===== config.mk =====
export PLATFORM = sky130hd
export DESIGN_NAME = ahb_sram_arb
export DESIGN_NICKNAME = d
export VERILOG_FILES = /design/src/rtl/ahb_pkg.sv /design/src/rtl/ahb_arb_hold.sv /design/src/rtl/ahb_sram_arb.sv
export SDC_FILE = /design/constraint.sdc
export NUM_CORES = 1
export LEC_CHECK = 0
export CORE_AREA = 2 2 131 133
export CTS_CLUSTER_SIZE = 12
export DETAILED_ROUTE_END_ITERATION = 16
export DIE_AREA = 0 0 133 135
export GPL_TIMING_DRIVEN = 0
export PLACE_DENSITY_LB_ADDON = 0.08
export SYNTH_ARGS = -nofsm -noshare
export SYNTH_HDL_FRONTEND = slang
export SYNTH_SLANG_ARGS = --single-unit

===== constraint.sdc =====
create_clock -name HCLK -period 5.9 [get_ports HCLK]
set_input_delay 0.59 -clock HCLK [delete_from_list [all_inputs] [get_ports HCLK]]
set_output_delay 0.59 -clock HCLK [all_outputs]
set_load 0.02 [all_outputs]

===== src/rtl/ahb_pkg.sv =====
// AHB-lite encodings and the address-phase bundle that is captured when a
// master loses arbitration for the shared SRAM port.
package ahb_pkg;

  localparam logic [1:0] HTRANS_IDLE   = 2'b00;
  localparam logic [1:0] HTRANS_BUSY   = 2'b01;
  localparam logic [1:0] HTRANS_NONSEQ = 2'b10;
  localparam logic [1:0] HTRANS_SEQ    = 2'b11;

  localparam logic [2:0] HSIZE_BYTE = 3'b000;
  localparam logic [2:0] HSIZE_HALF = 3'b001;
  localparam logic [2:0] HSIZE_WORD = 3'b010;

  localparam logic [2:0] HBURST_SINGLE = 3'b000;
  localparam logic [2:0] HBURST_INCR   = 3'b001;

  localparam logic HRESP_OKAY  = 1'b0;
  localparam logic HRESP_ERROR = 1'b1;

  typedef struct packed {
    logic [31:0] addr;
    logic        write;
    logic [2:0]  size;
    logic [2:0]  burst;
    logic [3:0]  prot;
  } ahb_addr_phase_t;

endpackage


===== src/rtl/ahb_arb_hold.sv =====
// Per-port hold buffer: parks a losing address phase until it issues and
// presents either the parked or the live attributes to the arbiter.
module ahb_arb_hold
  import ahb_pkg::*;
(
  input  logic            HCLK,
  input  logic            HRESET,
  input  logic            req_live,
  input  logic            issue,
  input  ahb_addr_phase_t live_phase,
  output logic            hold_valid,
  output ahb_addr_phase_t phase
);

  logic            hold_valid_d, hold_valid_q;
  ahb_addr_phase_t held_d, held_q;

  always_comb begin
    hold_valid_d = hold_valid_q;
    held_d       = held_q;
    if (issue) begin
      hold_valid_d = 1'b0;
    end else if (req_live && !hold_valid_q) begin
      hold_valid_d = 1'b1;
      held_d       = live_phase;
    end
  end

  // NOTE: state flops use non-blocking assignments only; the comb block above uses blocking.
  always_ff @(posedge HCLK) begin
    if (HRESET) hold_valid_q <= 1'b0;
    else        hold_valid_q <= hold_valid_d;
  end

  // NOTE: the parked payload is not reset; it is meaningless unless hold_valid_q is set.
  always_ff @(posedge HCLK) begin
    held_q <= held_d;
  end

  assign hold_valid = hold_valid_q;
  assign phase      = hold_valid_q ? held_q : live_phase;

endmodule


===== src/rtl/ahb_sram_arb.sv =====
// Two-master AHB-lite arbiter in front of the single-ported SRAM slave:
// held-first / round-robin grant, data-phase owner tracking and routing.
module ahb_sram_arb
  import ahb_pkg::*;
#(
  parameter bit FIXED_PRI = 1'b0
) (
  input  logic             HCLK,
  input  logic             HRESET,
  input  logic [1:0]       HSEL_M,
  input  logic [1:0][31:0] HADDR_M,
  input  logic [1:0]       HWRITE_M,
  input  logic [1:0][2:0]  HSIZE_M,
  input  logic [1:0][2:0]  HBURST_M,
  input  logic [1:0][3:0]  HPROT_M,
  input  logic [1:0][1:0]  HTRANS_M,
  input  logic [1:0]       HREADY_M,
  input  logic [1:0][31:0] HWDATA_M,
  output logic [1:0]       HREADYOUT_M,
  output logic [1:0]       HRESP_M,
  output logic [1:0][31:0] HRDATA_M,
  output logic             S_HSEL,
  output logic [31:0]      S_HADDR,
  output logic             S_HWRITE,
  output logic [2:0]       S_HSIZE,
  output logic [2:0]       S_HBURST,
  output logic [3:0]       S_HPROT,
  output logic [1:0]       S_HTRANS,
  output logic [31:0]      S_HWDATA,
  output logic             S_HREADY,
  input  logic             S_HREADYOUT,
  input  logic             S_HRESP,
  input  logic [31:0]      S_HRDATA
);

  logic [1:0]      req_live, hold_valid, issue_port;
  ahb_addr_phase_t live_phase [2];
  ahb_addr_phase_t cand_phase [2];
  ahb_addr_phase_t win_phase;
  logic            any_cand, grant, issue, rr_pick;
  logic            owner_valid_d, owner_valid_q;
  logic            owner_id_d, owner_id_q;
  logic            last_grant_d, last_grant_q;
  logic            unused_htrans_lsb;

  // HTRANS[0] only separates BUSY from IDLE and SEQ from NONSEQ; neither matters here.
  assign unused_htrans_lsb = HTRANS_M[0][0] ^ HTRANS_M[1][0];

  for (genvar m = 0; m < 2; m++) begin : g_port
    logic is_owner;

    assign req_live[m]   = HSEL_M[m] & HTRANS_M[m][1] & HREADY_M[m];
    assign live_phase[m] = '{addr: HADDR_M[m], write: HWRITE_M[m], size: HSIZE_M[m],
                             burst: HBURST_M[m], prot: HPROT_M[m]};

    ahb_arb_hold u_hold (
      .HCLK       (HCLK),
      .HRESET     (HRESET),
      .req_live   (req_live[m]),
      .issue      (issue_port[m]),
      .live_phase (live_phase[m]),
      .hold_valid (hold_valid[m]),
      .phase      (cand_phase[m])
    );

    assign is_owner       = owner_valid_q & (owner_id_q == 1'(m));
    assign HREADYOUT_M[m] = is_owner ? S_HREADYOUT : ~hold_valid[m];
    assign HRESP_M[m]     = is_owner ? S_HRESP : HRESP_OKAY;
    assign HRDATA_M[m]    = is_owner ? S_HRDATA : '0;
  end

  assign rr_pick = FIXED_PRI ? 1'b0 : ~last_grant_q;

  // Held requests always outrank live ones; ties within a class go to rr_pick.
  always_comb begin
    any_cand = 1'b0;
    grant    = 1'b0;
    if (|hold_valid) begin
      any_cand = 1'b1;
      grant    = (&hold_valid) ? rr_pick : hold_valid[1];
    end else if (|req_live) begin
      any_cand = 1'b1;
      grant    = (&req_live) ? rr_pick : req_live[1];
    end
    issue      = any_cand & S_HREADYOUT & ~HRESET;
    issue_port = issue ? (grant ? 2'b10 : 2'b01) : 2'b00;
    win_phase  = cand_phase[grant];
  end

  always_comb begin
    owner_valid_d = owner_valid_q;
    owner_id_d    = owner_id_q;
    last_grant_d  = last_grant_q;
    if (S_HREADYOUT) begin
      owner_valid_d = issue;
      owner_id_d    = grant;
    end
    if (issue) last_grant_d = grant;
  end

  always_ff @(posedge HCLK) begin
    if (HRESET) begin
      owner_valid_q <= 1'b0;
      owner_id_q    <= 1'b0;
      last_grant_q  <= 1'b1;
    end else begin
      owner_valid_q <= owner_valid_d;
      owner_id_q    <= owner_id_d;
      last_grant_q  <= last_grant_d;
    end
  end

  always_comb begin
    S_HSEL   = issue;
    S_HTRANS = issue ? HTRANS_NONSEQ : HTRANS_IDLE;
    S_HADDR  = issue ? win_phase.addr  : '0;
    S_HWRITE = issue ? win_phase.write : 1'b0;
    S_HSIZE  = issue ? win_phase.size  : '0;
    S_HBURST = issue ? win_phase.burst : '0;
    S_HPROT  = issue ? win_phase.prot  : '0;
  end

  assign S_HREADY = S_HREADYOUT;
  assign S_HWDATA = owner_valid_q ? HWDATA_M[owner_id_q] : '0;

endmodule


==> results of run 1 <==
==> cell type report <==
class / count / area (um^2)
fillers: 1393 / 7000
plain buffers: 50 / 224
flip-flops and latches: 91 / 2680
diodes: 3 / 7.51
well taps: 220 / 275
multi-input cells: 330 / 2480
clock inverters: 7 / 53.8
repair buffers: 340 / 3460
inverters: 1 / 3.75
clock buffers: 9 / 225
==> worst reg2reg max path: stages (launching register included) <==
cell      delay, ps
dfxtp_1         320
buf_2           200
a31oi_1         250
nand2_1         100
nand3b_1        310
inv_1           240
a211oi_4        890
buf_16          250
==> kinds of logic after synthesis <==
logic type	share of synthesized area, %
other cells	0.0699
mux	14.2
flops	50.0
buf+inv	4.25
compound gates	13.7
simple gates	17.7
==> layout by cell type, fill, tap and decap left out, types with 3 or more instances in the layout <==
cell type,n
mux2i_1,76
nor2b_1,76
clkinv_4,3
clkbuf_1,25
and3_1,33
buf_4,3
buf_16,3
diode_2,3
clkdlybuf4s50_1,336
edfxtp_1,86
and2_1,33
dfxtp_1,5
nand2_1,4
a211oi_1,88
buf_2,20
clkbuf_16,9
==> registers in the layout, indices dropped and copies added, names as in the netlist <==
| name | count |
|---|---|
| last_grant_q | 1 |
| g_port.u_hold.hold_valid | 2 |
| g_port.u_hold.held_q | 86 |
| owner_id_q | 1 |
| owner_valid_q | 1 |
==> worst paths after layout <==
kind / startpoint / endpoint / slack (ps) / depth (start not counted)
hold reg to reg: last_grant_q / last_grant_q / 550 / 1
hold / removal: last_grant_q / last_grant_q / 550 / 1
setup reg to reg: g_port[0].u_hold.hold_valid / g_port[0].u_hold.held_q[33] / 3050 / 7
setup / recovery: HREADY_M[1] / S_HADDR[26] / 2300 / 7
==> through the flow <==
stage	util [%]	TNS [ps]	instance area, um^2	setup slack [ps]
3_3_place_gp	54.9	-119090	9000	-1470
4_1_cts	57.3	0	9400	2240
3_5_place_dp	55.6	0	9120	2270
5_1_grt	57.4	0	9410	2100
2_1_floorplan	-	0	5360	989
6_report	57.4	0	9410	2300
==> routing by layer <==
layer  track usage (%)  part of all wire, %  wire (um)  vias up
met3              5.07                  6.5       1370       32
met5                 0                    0          0        -
met2              41.1                   51      10800      232
li1                  -                    -          -     2497
met4              8.48                  2.8        593        0
met1              27.1                   40       8460     2385
==> power breakdown <==
part / switching, mW / internal [mW]
Combinational: 0.190 / 0.227
Sequential: 0.00583 / 0.729
Clock: 0.252 / 0.288
Total: 0.447 / 1.24
==> impl_results.md, run 1 <==
* Tmin final at 3600 ps
* Congestion Overflow GR at 0
* Max_cap viols at 0
* Die Ht at 135 um
* Critical path startpoint category: input port
* Clk slew on worst S/H paths at 60 ps
* Area delta synth->final at 75.5%
* Yosys top cell area share at 48.2%
* First-pass DRT Iterations at 4
* Count of port buffers added during placement at 336
* Worst-Margin Slew at 1010 ps
* Final WL at 21.2 mm
* Horiz. Die Dim at 133 um
* Synth Flop Type: edfxtp_1
* Final setup viols at 0
* Design Power at 1.69 mW
* Root buf cell: clkbuf_16
* H-tree depth at 3
* Initial Util at 32.7%
* Worst Hold Class: reg2reg
* Core Area at 16,400 um^2
* Postcts setup bufs at 0
* DRT iter0 DRCs at 174
* Post-synth EDFFs at 86
* Vias per cell at 4.90
* Slew headroom at 32.8%
* Pin count of the biggest net entering global routing at 18
* Final hold slack at 553 ps
* Hold-fix buffers, CTS at 0
* Final #Nets at 1,017
* FFs w/ async S/R, synth at 0%
* Yosys reg bits at 91
* # resized after CTS at 0
* Critical-path cell list: clkdlybuf4s50_1 > and4b_1 > a21oi_2 > buf_2 > a211oi_1 > a211oi_1 > clkdlybuf4s50_1
* DIE AREA at 18,000 um^2
* Non-Filler Instances at 1,051
* Critical Path AT at 3010 ps
* RePlAce Congestion at 0.911
* Max Clock Freq at 278 MHz
* Fin crit share at 61.0%
* Fin. Hold Viols at 0
* Max Slew Vio Count at 0
* Synth area leaders: edfxtp_1, mux2i_1, a211oi_1
* # rows at 47
* Family with the most delay on the worst path: buffers and inverters
* CP required at 5310 ps
* Most common cell in the netlist: a211oi_1
* Status: complete, no violations
* Synthesized instance count at 472
* Fraction of layout cells with a size suffix above 1 at 5.43%
* Clock Latency Late Sink at 350 ps
* Synth area leader: edfxtp_1
* I/O pin total at 341
* List of most frequent post-synthesis cells: a211oi_1, edfxtp_1, mux2i_1, nor2b_1
* Number of global-route vias before repair at 5,236
* Drt wl/cell at 20.2 um
* First-pass GRT wire length at 31.3 mm
* Final ANT Viol Nets at 0
* Synth Area per Inst at 11.4 um^2
* RSZ-0062 raised after global routing: false
* Synthesized area at 5360 um^2
* CP endpoint kind: primary output
* Clock buffer depth at 2
* Crit-path max cell delay at 700 ps
* Synth cell types at 27
* Post-DP HPWL at 17.4 mm
* DRC errors left at 0
* Tot GR Track Use at 23.0%
* CTS tree: yes
* CP max-delay cell: clkdlybuf4s50_1
* Num CTS Buffers at 9
* CP Max Fanout at 10
* Initial antenna violation count at 3
* Crit path buffers/inverters at 3
* Via count at 5,146
* Worst IR Drop VDD at 0.181 mV
* Power per Cell Area at 180 nW/um^2
* Post-placement cell count at 1,032
* CTS sink cnt at 91
* Syn nets at 666
* Register area share after synthesis at 50.0%
* Worst clock skew at 4.53 ps
* Leakage at 3.18 nW
* Syn. warnings at 0
* Critical path class: in2out
No activity file was read; power rests on OpenSTA's default activity.
==> inputs of run 2 (changes only) <==
clock period = 3.6 ns   (was 5.9 ns; I/O delays follow)
==> results of run 2 <==
The final DEF is identical to that of run 1. Status: complete, no violations.
Main changes from that run: setup slack after placement 2270 ps -> 369 ps; setup slack after layout 2300 ps -> 462 ps; hold slack 553 ps -> 477 ps; register-to-register setup slack 3050 ps -> 750 ps; end point of the worst hold path last_grant_q -> owner_valid_q; total power 1.69 mW -> 2.77 mW; worst IR drop on VDD 0.181 mV -> 0.296 mV
